===== src/rtl/spi_regbus.sv =====
// SPI-to-register-bus bridge. The first byte of a frame is a command:
// bit 7 selects read (1) or write (0), bits 6:0 give the start address.
// Write frames are followed by data bytes. Each data byte becomes one bus
// write, and the address auto-increments after each one. Read frames issue
// a bus read at once. The result is loaded into tx_byte for the next byte
// slot, and each later received byte triggers the next read.
//
// Bus handshake: bus_we/bus_re is a level request, held from the cycle it
// rises until the cycle in which bus_ack is sampled high (inclusive), or
// until TIMEOUT request-high cycles pass without an ack. bus_ack is a
// single-cycle pulse. It counts only while a request is high, and an ack
// in the expiry cycle wins over the timeout. bus_rdata is sampled with
// bus_ack.
//
// dbg_state exposes the FSM state for checkers:
// 0 IDLE, 1 CMD, 2 WRITE, 3 WR_BUS, 4 RD_BUS, 5 RD_WAIT.
module spi_regbus #(
  parameter int TIMEOUT = 15
) (
  input  logic       clk,
  input  logic       rst,
  input  logic       frame_start,
  input  logic       frame_active,
  input  logic       rx_valid,
  input  logic [7:0] rx_byte,
  output logic [7:0] tx_byte,
  output logic [6:0] bus_addr,
  output logic [7:0] bus_wdata,
  output logic       bus_we,
  output logic       bus_re,
  input  logic [7:0] bus_rdata,
  input  logic       bus_ack,
  output logic       err,
  output logic [2:0] dbg_state
);

  typedef enum logic [2:0] {
    IDLE    = 3'd0,
    CMD     = 3'd1,
    WRITE   = 3'd2,
    WR_BUS  = 3'd3,
    RD_BUS  = 3'd4,
    RD_WAIT = 3'd5
  } state_t;

  // Counter value seen in the last allowed request-high cycle.
  localparam logic [7:0] CNT_LAST = 8'(TIMEOUT - 1);

  state_t     state, state_n;
  logic [7:0] cnt, cnt_n;
  logic [7:0] tx_n, wdata_n;
  logic [6:0] addr_n;
  logic       we_n, re_n, err_n;
  logic       expire;

  assign expire    = (cnt == CNT_LAST);
  assign dbg_state = state;

  // Next state and next registered outputs.
  // Priority: frame_start, then frame end, then per-state events.
  always_comb begin
    state_n = state;
    cnt_n   = cnt;
    tx_n    = tx_byte;
    addr_n  = bus_addr;
    wdata_n = bus_wdata;
    we_n    = bus_we;
    re_n    = bus_re;
    err_n   = err;
    if (frame_start) begin
      state_n = CMD;
      err_n   = 1'b0;
      tx_n    = 8'h00;
      we_n    = 1'b0;
      re_n    = 1'b0;
      cnt_n   = 8'd0;
    end else if (!frame_active && state != IDLE) begin
      state_n = IDLE;
      we_n    = 1'b0;
      re_n    = 1'b0;
      cnt_n   = 8'd0;
    end else begin
      case (state)
        CMD: begin
          if (rx_valid) begin
            addr_n = rx_byte[6:0];
            cnt_n  = 8'd0;
            if (rx_byte[7]) begin
              state_n = RD_BUS;
              re_n    = 1'b1;
            end else begin
              state_n = WRITE;
            end
          end
        end
        WRITE: begin
          if (rx_valid) begin
            wdata_n = rx_byte;
            we_n    = 1'b1;
            cnt_n   = 8'd0;
            state_n = WR_BUS;
          end
        end
        WR_BUS: begin
          // A byte arriving while the bus is busy is an overrun.
          if (rx_valid) err_n = 1'b1;
          if (bus_we && bus_ack) begin
            we_n    = 1'b0;
            addr_n  = bus_addr + 7'd1;
            state_n = WRITE;
          end else if (expire) begin
            we_n    = 1'b0;
            err_n   = 1'b1;
            addr_n  = bus_addr + 7'd1;
            state_n = WRITE;
          end else begin
            cnt_n = cnt + 8'd1;
          end
        end
        RD_BUS: begin
          if (rx_valid) err_n = 1'b1;
          if (bus_re && bus_ack) begin
            re_n    = 1'b0;
            tx_n    = bus_rdata;
            addr_n  = bus_addr + 7'd1;
            state_n = RD_WAIT;
          end else if (expire) begin
            re_n    = 1'b0;
            tx_n    = 8'hFF;
            err_n   = 1'b1;
            addr_n  = bus_addr + 7'd1;
            state_n = RD_WAIT;
          end else begin
            cnt_n = cnt + 8'd1;
          end
        end
        RD_WAIT: begin
          // The received byte is a dummy; it only paces the next read.
          if (rx_valid) begin
            re_n    = 1'b1;
            cnt_n   = 8'd0;
            state_n = RD_BUS;
          end
        end
        IDLE:    state_n = IDLE;
        default: state_n = IDLE;
      endcase
    end
  end

  // State and output registers with synchronous reset.
  always_ff @(posedge clk) begin
    if (rst) begin
      state     <= IDLE;
      cnt       <= 8'd0;
      tx_byte   <= 8'h00;
      bus_addr  <= 7'd0;
      bus_wdata <= 8'h00;
      bus_we    <= 1'b0;
      bus_re    <= 1'b0;
      err       <= 1'b0;
    end else begin
      state     <= state_n;
      cnt       <= cnt_n;
      tx_byte   <= tx_n;
      bus_addr  <= addr_n;
      bus_wdata <= wdata_n;
      bus_we    <= we_n;
      bus_re    <= re_n;
      err       <= err_n;
    end
  end

endmodule

===== config.mk =====
export PLATFORM = sky130hd
export DESIGN_NAME = spi_regbus
export DESIGN_NICKNAME = d
export VERILOG_FILES = /design/src/rtl/spi_regbus.sv
export SDC_FILE = /design/constraint.sdc
export NUM_CORES = 1
export LEC_CHECK = 0
export ABC_AREA = 1
export BUFFER_PORTS_ARGS = -buffer_cell sky130_fd_sc_hd__buf_2
export CAP_MARGIN = 15
export CORE_UTILIZATION = 50
export CTS_BUF_LIST = sky130_fd_sc_hd__clkbuf_4
export CTS_CLUSTER_DIAMETER = 100
export DETAILED_ROUTE_END_ITERATION = 6
export GPL_TIMING_DRIVEN = 1
export HOLD_SLACK_MARGIN = 0.02
export PLACE_DENSITY = 0.84
export SYNTH_ARGS = -nofsm -noshare
export SYNTH_HDL_FRONTEND = slang
export SYNTH_SLANG_ARGS = --single-unit

===== constraint.sdc =====
create_clock -name clk -period 1.4 [get_ports clk]
set_input_delay 0.07 -clock clk [delete_from_list [all_inputs] [get_ports clk]]
set_output_delay 0.07 -clock clk [all_outputs]
set_load 0.1 [all_outputs]

==> results_dict.tcl <==
set metrics [dict create \
    run_status "complete, but fails checks" \
    violated_checks "negative setup slack" \
    grt_usage_pct 31.7 \
    fin_skew_ps 9.77 \
    final_critical_path_setup_slack_ps -232 \
    number_of_global_route_vias_before_repair 2387 \
    timing.max_cap.violations 0 \
    maximum_number_of_pins_on_one_net_before_global_route_repair 14 \
    synth_cell_types 33 \
    whs_endpoint "bus_wdata[2]" \
    fp.coreArea_um2 4000 \
    setup_viol_count_final 37 \
    remaining_drc_errors 0 \
    cts.reportedPaths.clkPinSlew_ps 120 \
    place_congestion 0.827 \
    routed_wl_um 7730 \
    portBuffers 50 \
    slew_headroom_pct 66.6 \
    power_frac_clock_pct 33.0 \
    clock_latency_ps 350 \
    synth_sequential_area_ratio_pct 35.4 \
    layout_worst_path_cycle_share_pct 117 \
    worstHoldPathCells 3 \
    timing.reg2reg.setup_slack_ps -230 \
    ir_worst_vdd_mv 0.729 \
    antenna_left 0 \
    cts_inserted_buffers 5 \
    die-area_um2 4450 \
    synth_nets 334 \
    crit-reg2reg-launch "cnt[0]" \
    sequentialPowerShare_pct 38.9 \
    synth_largest_area_cell "dfxtp_1" \
    drt_pre_antenna_iters 7 \
    area.growth.synth_to_final_pct 59.7 \
    proportion_of_layout_cells_with_a_drive_suffix_above_1_pct 48.7 \
    fmax_mhz 613 \
    swShare_pct 33.2 \
    placedCellCount 434 \
    synth-seq-cells 37 \
    start_util_pct 52.3 \
    design_power_total_mw 2.86 \
    post_drt_wl_per_cell_um 16.5 \
    hold_violations_final 0 \
    post_synth_instance_area_um2 2090 \
    pwr-share-comb_pct 28.1 \
    hp-class "primary input to register" \
    antenna_found_initial 0 \
    stdcell_count 469 \
    startpoint "cnt[0]" \
    static-leakage-power_nw 1.56 \
    synth_warnings 0 \
    worst-path-max-fanout 6 \
    postLayoutCoreUtil_pct 83.5 \
    worst_r2r_endpoint "dbg_state[0]" \
    routed-via-count 2661 \
    cp.arrival_ps 1890 \
    worst_setup_path_end_kind "register" \
    filler_cell_count 220 \
    critical_path_required_ps 1650 \
    ios 51 \
    synth_top_area_share_pct 35.4 \
    p_per_area_nw_per_um2 855 \
    worst_hold_startpoint "rx_byte[2]" \
    grt_pass1_wl_um 10500 \
    final_period_minus_worst_setup_slack_ps 1630 \
    worst_r2r_path_depth 10 \
    cts.root.buffer_cell "clkbuf_4" \
    clockBufferDepth 2 \
    avgSynthCellArea_um2 6.81 \
    synth_enable_flop_cells 0 \
    switchingPower_mw 0.948 \
    vias_per_cell 5.67 \
    ys_dominant_reg_cell "dfxtp_1" \
    cp-start-kind "register" \
    cts_tree "done" \
    synth_area_leaders "dfxtp_1 35%, nand2_1 14%, o21ai_0 6.9%" \
    floorplan.rows 23 \
    nets_final 445 \
    report.final.slew_viol_count 0 \
    regArea_um2 786 \
    cts-htree-levels 2 \
    drt-initial-drc-count 183 \
    grt_setup_unrepaired "true" \
    p_int_mw 1.91 \
    chip_width_um 66.7 \
    die_h_um 66.7 \
    tritoncts_num_sinks 37 \
    overflow 0 \
    crit_type "register to register" \
    asyncSetResetFlopFracSynth_pct 0 \
    n_antenna_cell 0 \
    multi_input_comb_area_um2 1500 \
    dpl.hpwl_um 4290 \
    tightestPinTransition_ps 505 \
    count_of_mapped_cells_out_of_synthesis 307 \
]
-- per-layer routing --
layer	share of wire (%)	wire length, um	GRT usage, %
met1	37	2840	35.4
met5	0	0	0
met4	5.7	442	18.6
met2	52	3980	56.1
met3	5.9	459	5.14
-- state kept, by name, summed over array words and instances (netlist names) --
signal     cells
tx_byte        8
bus_addr       7
dbg_state      3
bus_we         1
bus_re         1
err            1
bus_wdata      8
cnt            8
-- critical path, cell delays in order, from the launching register on --
cell and delay, ps:
dfxtp_2 350, inv_2 80, ha_4 140, nand3_4 80
nor2_4 180, buf_6 150, nor2_4 40, nand3_4 100
nand2_2 120, a21oi_1 200, nor2_1 80
-- stage by stage --
stage               instance area, um2  hold WS [ps]  worst slack [ps]  setup TNS [ps]
finish                            3340          22.4              -232           -5070
floorplan                         2250           123             -97.4           -2010
global route                      3340          31.5              -287           -7520
global placement                  2760           309              -147           -1570
CTS                               3090          23.4              -153           -3040
detailed placement                2760           310              -281           -2750
-- synth_stat cells (all sizes together), types with 2 or more instances --
library cell   n
xnor2          2
nand3         19
nor3           2
o21ai         34
dfxtp         37
or2            2
a21oi         29
nand2         83
inv           33
buf            2
nor2          45
xor2           7
nand4          2
ha             5
-- power by group through the flow --
stage	Clock, mW	Combinational (mW)	Sequential, mW
3_5_place_dp	0	0.586	1.13
6_report	0.943	0.803	1.11
2_1_floorplan	0	0.242	1.30
3_3_place_gp	0	0.580	1.13
5_1_grt	0.976	0.840	1.11
4_1_cts	0.932	0.678	1.11
-- worst max path at each step --
stage,slack [ps],end
2_1_floorplan,-100,bus_addr[0]
3_3_place_gp,-150,tx_byte[4]
3_5_place_dp,-280,tx_byte[0]
4_1_cts,-150,tx_byte[0]
5_1_grt,-290,tx_byte[4]
6_report,-230,dbg_state[0]
-- area by class of cell --
type	count	share of cell area, %
clock buffer	5	1.12
clock inverter	3	1.95
inverter	34	4.19
multi-input combinational	234	44.8
sequential	37	23.5
tap	50	1.87
timing repair buffer	105	22.3
timing repair inverter	1	0.225
-- cell usage in the layout, fill, tap and decap left out, types with 3 or more instances in the layout --
cell | netlist | final
a21oi_1 | 28 | 19
a21oi_2 | 1 | 10
buf_2 | 1 | 50
buf_4 | 1 | 36
buf_6 | 0 | 11
clkbuf_4 | 0 | 5
dfxtp_1 | 37 | 23
dfxtp_2 | 0 | 3
dfxtp_4 | 0 | 11
dlygate4sd3_1 | 0 | 6
ha_1 | 5 | 3
inv_1 | 26 | 19
inv_2 | 7 | 9
inv_4 | 0 | 5
nand2_1 | 77 | 61
nand2_2 | 5 | 13
nand2_4 | 1 | 9
nand3_1 | 16 | 12
nand3_2 | 1 | 3
nand3_4 | 2 | 4
nor2_1 | 35 | 30
nor2_4 | 2 | 12
o21ai_0 | 29 | 14
o21ai_1 | 4 | 13
o21ai_2 | 1 | 6
xor2_1 | 7 | 6
-- what timing repair did --
| item | in CTS | in global routing |
|---|---|---|
| setup buffers | 7 | 12 |
| pin swaps | 6 | 27 |
| cloned | 2 | 0 |
| setup endpoints to repair | 31 | 37 |
| endpoints found under the hold margin | 10 | 0 |
| hold buffers | 6 | 0 |
| gates resized for setup | 29 | 46 |
-- cell families after synthesis --
| kind of cell | count (synthesis) | share of synthesized area [%] |
|---|---|---|
| adders and majority gates | 5 | 2.99 |
| and+or+nand+nor | 154 | 34.8 |
| DFF | 37 | 35.4 |
| buffers and inverters | 37 | 6.88 |
| xor gates and xnor gates | 9 | 3.77 |
| AOI/OAI and AO/OA | 65 | 16.1 |
Note: power is estimated with default switching activity, not from simulation.
